File: src/rtl/cache_line_axi_master.sv
// Moves one cache line between the cache and memory as single-beat AXI4-Lite transfers.
// Define CACHE_AXI_RESP_CHECK_EN to add the sticky o_resp_err flag for non-OKAY responses.
module cache_line_axi_master #(
    parameter int unsigned AXI_ADDR_W  = 64,
    parameter int unsigned AXI_DATA_W  = 32,
    parameter int unsigned BLOCK_WORDS = 16
) (
    input  logic                              i_clk,
    input  logic                              i_arst,
    input  logic                              i_read_start,
    input  logic                              i_write_start,
    input  logic [AXI_ADDR_W-1:0]             i_addr,
    input  logic [BLOCK_WORDS*AXI_DATA_W-1:0] i_wline,
    output logic [BLOCK_WORDS*AXI_DATA_W-1:0] o_rline,
    output logic                              o_done,
    output logic                              o_busy,
`ifdef CACHE_AXI_RESP_CHECK_EN
    output logic                              o_resp_err,
`endif
    output logic [AXI_ADDR_W-1:0]             o_araddr,
    output logic                              o_arvalid,
    output logic                              o_rready,
    output logic [AXI_ADDR_W-1:0]             o_awaddr,
    output logic                              o_awvalid,
    output logic [AXI_DATA_W-1:0]             o_wdata,
    output logic [AXI_DATA_W/8-1:0]           o_wstrb,
    output logic                              o_wvalid,
    output logic                              o_bready,
    input  logic                              i_arready,
    input  logic                              i_rvalid,
    input  logic [AXI_DATA_W-1:0]             i_rdata,
    input  logic [1:0]                        i_rresp,
    input  logic                              i_awready,
    input  logic                              i_wready,
    input  logic                              i_bvalid,
    input  logic [1:0]                        i_bresp
);

    localparam int unsigned CNT_W  = $clog2(BLOCK_WORDS);
    localparam int unsigned OFF_W  = CNT_W + 2;
    localparam int unsigned HI_W   = AXI_ADDR_W - OFF_W;
    localparam int unsigned LINE_W = BLOCK_WORDS * AXI_DATA_W;

    typedef enum logic [2:0] {
        IDLE,
        RD_ADDR,
        RD_DATA,
        WR_REQ,
        WR_RESP,
        DONE
    } state_t;

    state_t           state;
    logic [HI_W-1:0]  base_q;
    logic [CNT_W-1:0] cnt;
    logic [CNT_W-1:0] cnt_nxt;
    logic             last_word;
    logic             aw_ok;
    logic             w_ok;
    logic             aw_hs;
    logic             w_hs;

    assign cnt_nxt   = cnt + CNT_W'(1);
    assign last_word = (cnt == CNT_W'(BLOCK_WORDS - 1));
    assign aw_hs     = o_awvalid & i_awready;
    assign w_hs      = o_wvalid & i_wready;

    // Word address stays inside the line: index/tag bits never see a carry.
    function automatic logic [AXI_ADDR_W-1:0] word_addr(input logic [HI_W-1:0] hi,
                                                         input logic [CNT_W-1:0] idx);
        return {hi, idx, 2'b00};
    endfunction

    function automatic logic [AXI_DATA_W-1:0] line_word(input logic [LINE_W-1:0] line,
                                                         input logic [CNT_W-1:0] idx);
        return line[AXI_DATA_W*int'(idx) +: AXI_DATA_W];
    endfunction

`ifdef CACHE_AXI_RESP_CHECK_EN
    logic unused_inputs;
    assign unused_inputs = &{1'b0, i_addr[OFF_W-1:0]};
`else
    logic unused_inputs;
    assign unused_inputs = &{1'b0, i_addr[OFF_W-1:0], i_rresp, i_bresp};
`endif

    always_ff @(posedge i_clk or posedge i_arst) begin
        if (i_arst) begin
            state     <= IDLE;
            base_q    <= '0;
            cnt       <= '0;
            aw_ok     <= 1'b0;
            w_ok      <= 1'b0;
            o_rline   <= '0;
            o_done    <= 1'b0;
            o_busy    <= 1'b0;
            o_araddr  <= '0;
            o_arvalid <= 1'b0;
            o_rready  <= 1'b0;
            o_awaddr  <= '0;
            o_awvalid <= 1'b0;
            o_wdata   <= '0;
            o_wstrb   <= '0;
            o_wvalid  <= 1'b0;
            o_bready  <= 1'b0;
`ifdef CACHE_AXI_RESP_CHECK_EN
            o_resp_err <= 1'b0;
`endif
        end else begin
            o_done <= 1'b0;
            case (state)
                IDLE: begin
                    base_q <= i_addr[AXI_ADDR_W-1:OFF_W];
                    cnt    <= '0;
                    aw_ok  <= 1'b0;
                    w_ok   <= 1'b0;
                    // Write-back has priority over allocate when both are requested.
                    if (i_write_start) begin
                        state     <= WR_REQ;
                        o_busy    <= 1'b1;
                        o_awvalid <= 1'b1;
                        o_wvalid  <= 1'b1;
                        o_awaddr  <= word_addr(i_addr[AXI_ADDR_W-1:OFF_W], '0);
                        o_wdata   <= line_word(i_wline, '0);
                        o_wstrb   <= '1;
`ifdef CACHE_AXI_RESP_CHECK_EN
                        o_resp_err <= 1'b0;
`endif
                    end else if (i_read_start) begin
                        state     <= RD_ADDR;
                        o_busy    <= 1'b1;
                        o_arvalid <= 1'b1;
                        o_araddr  <= word_addr(i_addr[AXI_ADDR_W-1:OFF_W], '0);
`ifdef CACHE_AXI_RESP_CHECK_EN
                        o_resp_err <= 1'b0;
`endif
                    end
                end

                RD_ADDR: begin
                    if (i_arready) begin
                        state     <= RD_DATA;
                        o_arvalid <= 1'b0;
                        o_rready  <= 1'b1;
                    end
                end

                RD_DATA: begin
                    if (i_rvalid) begin
                        o_rline[AXI_DATA_W*int'(cnt) +: AXI_DATA_W] <= i_rdata;
                        o_rready <= 1'b0;
`ifdef CACHE_AXI_RESP_CHECK_EN
                        if (i_rresp != 2'b00) o_resp_err <= 1'b1;
`endif
                        if (last_word) begin
                            state  <= DONE;
                            o_done <= 1'b1;
                        end else begin
                            state     <= RD_ADDR;
                            cnt       <= cnt_nxt;
                            o_arvalid <= 1'b1;
                            o_araddr  <= word_addr(base_q, cnt_nxt);
                        end
                    end
                end

                WR_REQ: begin
                    // AW and W complete independently; sticky flags remember each side.
                    if (aw_hs) begin
                        o_awvalid <= 1'b0;
                        aw_ok     <= 1'b1;
                    end
                    if (w_hs) begin
                        o_wvalid <= 1'b0;
                        w_ok     <= 1'b1;
                    end
                    if ((aw_ok || aw_hs) && (w_ok || w_hs)) begin
                        state    <= WR_RESP;
                        o_bready <= 1'b1;
                    end
                end

                WR_RESP: begin
                    if (i_bvalid) begin
                        o_bready <= 1'b0;
`ifdef CACHE_AXI_RESP_CHECK_EN
                        if (i_bresp != 2'b00) o_resp_err <= 1'b1;
`endif
                        if (last_word) begin
                            state  <= DONE;
                            o_done <= 1'b1;
                        end else begin
                            state     <= WR_REQ;
                            cnt       <= cnt_nxt;
                            aw_ok     <= 1'b0;
                            w_ok      <= 1'b0;
                            o_awvalid <= 1'b1;
                            o_wvalid  <= 1'b1;
                            o_awaddr  <= word_addr(base_q, cnt_nxt);
                            o_wdata   <= line_word(i_wline, cnt_nxt);
                        end
                    end
                end

                DONE: begin
                    state  <= IDLE;
                    o_busy <= 1'b0;
                end

                default: begin
                    state  <= IDLE;
                    o_busy <= 1'b0;
                end
            endcase
        end
    end

endmodule

File: config.mk
export PLATFORM = sky130hd
export DESIGN_NAME = cache_line_axi_master
export DESIGN_NICKNAME = d
export VERILOG_FILES = /design/src/rtl/cache_line_axi_master.sv
export SDC_FILE = /design/constraint.sdc
export NUM_CORES = 2
export LEC_CHECK = 0
export CAP_MARGIN = 20
export CORE_AREA = 2 2 501 503
export CTS_BUF_LIST = sky130_fd_sc_hd__clkbuf_16
export DETAILED_ROUTE_END_ITERATION = 6
export DIE_AREA = 0 0 503 505
export PLACE_DENSITY = 0.4
export SLEW_MARGIN = 20
export SYNTH_ARGS = -nofsm -noshare
export SYNTH_HDL_FRONTEND = slang
export SYNTH_SLANG_ARGS = --single-unit
File: constraint.sdc
create_clock -name i_clk -period 60.3 [get_ports i_clk]
set_input_delay 12.06 -clock i_clk [delete_from_list [all_inputs] [get_ports i_clk]]
set_output_delay 12.06 -clock i_clk [all_outputs]
set_load 0.01 [all_outputs]
Word-level counts from Yosys, hierarchy flattened

Cells that the tools add are included.

Bits in writable memories: 0
Input port bits: 621
Memories kept: 0
Output and inout port bits: 683
Bits in latches: 0
Memory bits (read-only): 0
Register bits after elaboration: 747

Add/sub/neg operators: 2
Equal/unequal tests: 17
Divide/modulo/power cells: 0
Shift-type cells: 3
Magnitude comparators: 0
Bitwise logic cells: 3
Muxes and demuxes: 56
$mul: 0
Reductions and logical operators: 26

Operator list:

| operator                  | number |
|---|---|
| $bwmux 512                | 1 |
| $shift 32x34->512 const A | 1 |
| $shiftx 32x34->512        | 1 |
| $shiftx 512x10->32        | 1 |
| $mux 64                   | 6 |
| $pmux 64 s2               | 2 |
| $mux 32                   | 3 |
| $pmux 32 s2               | 1 |
| $neg 9->34                | 1 |
| $mux 3                    | 8 |
| $ne 2x2->1 const B        | 11 |
| $mux 1                    | 21 |
| $reduce_and 5->1          | 4 |
| $pmux 1 s3                | 5 |
| $pmux 3 s5                | 1 |
| $mux 4                    | 3 |
| $pmux 4 s3                | 1 |
| $reduce_and 4->1          | 3 |
| $reduce_and 3->1          | 3 |
| $reduce_bool 3->1         | 3 |
| $pmux 1 s2                | 4 |
| $reduce_bool 2->1         | 4 |
| $eq 3x2->1 const B        | 2 |
| $reduce_and 2->1          | 3 |
| 12 further kinds          | 14 |

Longest topological paths before layout

Depth in word-level cells: 5
Gate-level depth with buffers: 12

Worst setup path after synthesis

No wires, ideal clock.

Path type: input to register
From: input i_rvalid
To: register o_rline[452]
Stages on the path: 6
Path slack: 46585 ps
Data arrival time: 13590 ps
Buffers on the path: 2
Cell sequence: nand2_1 -> or3_1 -> buf_2 -> nor3_2 -> buf_2 -> mux2_2

Word-level cells in the longest chain between the ends: 1

RTL lines:

| what                           | RTL line | text |
|---|---|---|
| start: declaration             | 30       | `input logic i_rvalid,` |
| $reduce_and 2->1 (no line)     | n/a      |  |
| end signal: indexed assignment | 150      | `o_rline[AXI_DATA_W*int'(cnt) +: AXI_DATA_W] <= i_rdata;` |
| end: declaration               | 14       | `output logic [BLOCK_WORDS*AXI_DATA_W-1:0] o_rline,` |

No other way between the ends.
A chain may end at the register's enable or synchronous reset.

==> metrics <==
WL/cell=26.6 um; routed wire length=214000 um; hold endpoint=o_rline[165]; worst flop-to-flop path endpoint=o_wdata[15]; Final HPWL DP=161000 um; critical path capture point type=async pin; leakage=22.0 nW; Hold Path Depth=2; Cell variety after synth=51; Hold WC Path Type=reg2reg; Post-CTS Hold Buffers=0; share of cells above drive strength 1=11.6%; sequential cell area=18600 um^2; ranking of synthesized cells by area=dfrtp_1 54%, nand2_1 12%, mux4_2 8.4%; PostCTS Resize Cnt=0; number of synthesized flops with an enable pin=0; register clock-pin slew on the reported worst setup and hold paths=0.05 ns; Die ar.=254000 um^2; PwrDens=36.0 nW/um^2; WL met2=104000 um; CTS root buffer=clkbuf_16; CP max FO=102; clk_skew=0.0518 ns; initial antenna violation count=56; kind of critical path=in2async; fillers=27200; Worst R2R Setup Slack=54.89 ns; sequential fraction of the synthesis area=54.2%; Max Root-Sink Buffers=3; #FFs+latches synth=743; share of the synthesized area in the top cell type=54.2%; First-pass DRT Iterations=5; drt drc=0; Die H=505 um; vias in the first global route=31600; clock latency on the worst-skew pair=0.73 ns; Setup TNS Final=0 ns; routed wl met3=17600 um; Vias=31500; yosys warns=0; final hold viol count=0; cells after synthesis=3442; vias per inst=3.92; Synth Cell Area=34300 um^2; Tcrit/Tclk final=28.8%; Top Layer Used=met5; Multi-input gate area=14500 um^2; WP data required=61.02 ns; CTS tree=done; io pins=1304; CTS HTree Levels=3; Mean Syn Cell Area=9.96 um^2; met1 WL=86900 um; Routed Antenna Nets=0; max frequency=0.0576 GHz; width of the die=503 um; Placed Cells=7835; postcts setup bufs=0; clock sink count=743; synth-to-layout area growth=57.6%; outcome=complete, no violations; worst slew margin relative to its limit=24.9%; largest net degree at the start of global routing=103; GRT Residual Overflow=0; worst reg2reg path startpoint=cnt[0]; Final Setup Violations=0; DR iter-0 viols=2226; Rows=183; r2r worst-path depth=9; RSZ-0062 raised after global routing=no; Slew Viols, Final=0; CP arrival=18.08 ns; top_reg_cell synth=dfrtp_1; Peak VDD IR=0.0267 mV; ys async rst share=100%; Nets=5228; CORE AREA=248000 um^2; total of max-cap violations=0; nature of the critical path startpoint=primary input; cell taking the most area after synthesis=dfrtp_1; IO Port Bufs=1289; Num CTS Buffers=96; GP Congestion=0.848; Starting Density=13.8%; first-pass GRT wire length=285000 um; non-filler instance count after layout=8027; GRT Total Usage=16.2%; hold path start=o_rline[165]; final worst path period need=17.37 ns; worst-margin pin slew=1.13 ns
## cell type report
| cell class | count | area share (%) |
|---|---|---|
| multi-input cells | 2365 | 26.9 |
| diodes | 14 | 0.0648 |
| clock buffers | 97 | 4.49 |
| flip-flops and latches | 743 | 34.4 |
| well taps | 3330 | 7.71 |
| clock inverters | 80 | 1.26 |
| inverters | 28 | 0.208 |
| repair buffers | 1370 | 24.9 |
## cells in the mapped netlist (all sizes together) (2+ instances only)
cell    number
o21bai       2
dfrtp      743
inv         28
mux4       128
a21o         2
a211oi      34
mux2       104
nor3        15
mux2i       61
and2         4
nor2b       37
buf         73
o311ai      31
or4          2
nand2b       3
o21ai      272
a22oi        2
clkbuf     236
a21oi       13
nor4         2
nor2        81
o31ai       52
o22ai       35
or2          2
and3         2
ha           3
nand2     1108
or3          6
a31oi       60
xnor2        4
nand3      285
nor3b        2
## per-layer routing
metal,vias up,GRT usage [%]
li1,14200,-
met5,-,0
met1,15800,19.6
met3,238,5.05
met2,1262,27.8
met4,24,3.70
## where the power goes
group / leakage [nW] / total, mW / internal [mW] / switching [mW]
Sequential: 9.79 / 0.655 / 0.584 / 0.0711
Clock: 1.58 / 0.578 / 0.320 / 0.257
Combinational: 10.6 / 0.712 / 0.319 / 0.392
## cells in the final DEF (no fill, tap or decap), types with 4 or more instances in the layout
cell type	instances
mux4_2	128
o311ai_0	31
mux2i_1	61
o22ai_1	35
o21ai_1	37
inv_1	44
nand2_1	1100
nor2_1	75
conb_1	4
o31ai_1	52
clkbuf_16	97
mux2_2	101
o21ai_2	26
buf_2	15
nand2_2	6
nor2b_1	37
nor2_4	6
clkdlybuf4s50_1	1274
clkinvlp_4	5
dfrtp_1	742
o21ai_0	207
clkinv_2	21
a21oi_1	13
nor3_2	11
diode_2	14
or3_2	4
nand3_1	284
clkinv_16	6
a211oi_1	33
bufinv_16	6
buf_4	78
clkinv_1	20
a31oi_1	59
## worst max path at each step
stage | from | to | slack [ns] | cells past startpoint
5_1_grt | i_arst | o_rline[188] | 42.02 | 8
3_5_place_dp | i_arst | o_rline[315] | 41.81 | 8
2_1_floorplan | i_arst | aw_ok | 27.39 | 1
6_report | i_arst | o_rline[250] | 42.93 | 8
3_3_place_gp | i_arst | o_rline[229] | 41.80 | 8
4_1_cts | i_arst | o_rline[188] | 42.64 | 8
## kinds of logic after synthesis
kind of cell             synth area share (%)
AND/OR/NAND/NOR                          18.6
flip-flops                               54.2
AO/OA/AOI/OAI                            9.15
buffers and inverters                    4.22
multiplexers                             13.6
XOR/XNOR                                0.128
adder cells (fa/ha/maj)                 0.109
other                                  0.0109
## metrics by stage
step | setup WS (ns) | hold slack (ns) | power, mW | util [%] | area, um^2
global placement | 41.80 | 0.453 | 1.39 | 20.5 | 50900
CTS | 42.64 | 0.467 | 1.99 | 21.7 | 54000
global route | 42.02 | 0.482 | 2.05 | 21.8 | 54000
floorplan | 27.39 | 0.482 | 0.996 | - | 34300
detailed placement | 41.81 | 0.454 | 1.39 | 20.5 | 50900
finish | 42.93 | 0.461 | 1.94 | 21.8 | 54000
## worst max-delay path, cell delays in order
cell and delay, ns:
clkdlybuf4s50_1 0.50, inv_8 0.51, buf_4 0.82, buf_4 0.84, buf_4 0.64, buf_4 0.75
buf_4 0.82, buf_4 0.76
## registers in the layout, indices dropped and copies added (netlist names)
signal     cells
o_wstrb        1
o_rready       1
o_awaddr      62
o_rline      512
state          3
cnt            4
w_ok           1
o_bready       1
o_araddr      62
aw_ok          1
o_awvalid      1
o_busy         1
o_wdata       32
base_q        58
o_arvalid      1
o_wvalid       1
o_done         1
Power figures use the tool's default switching activity.
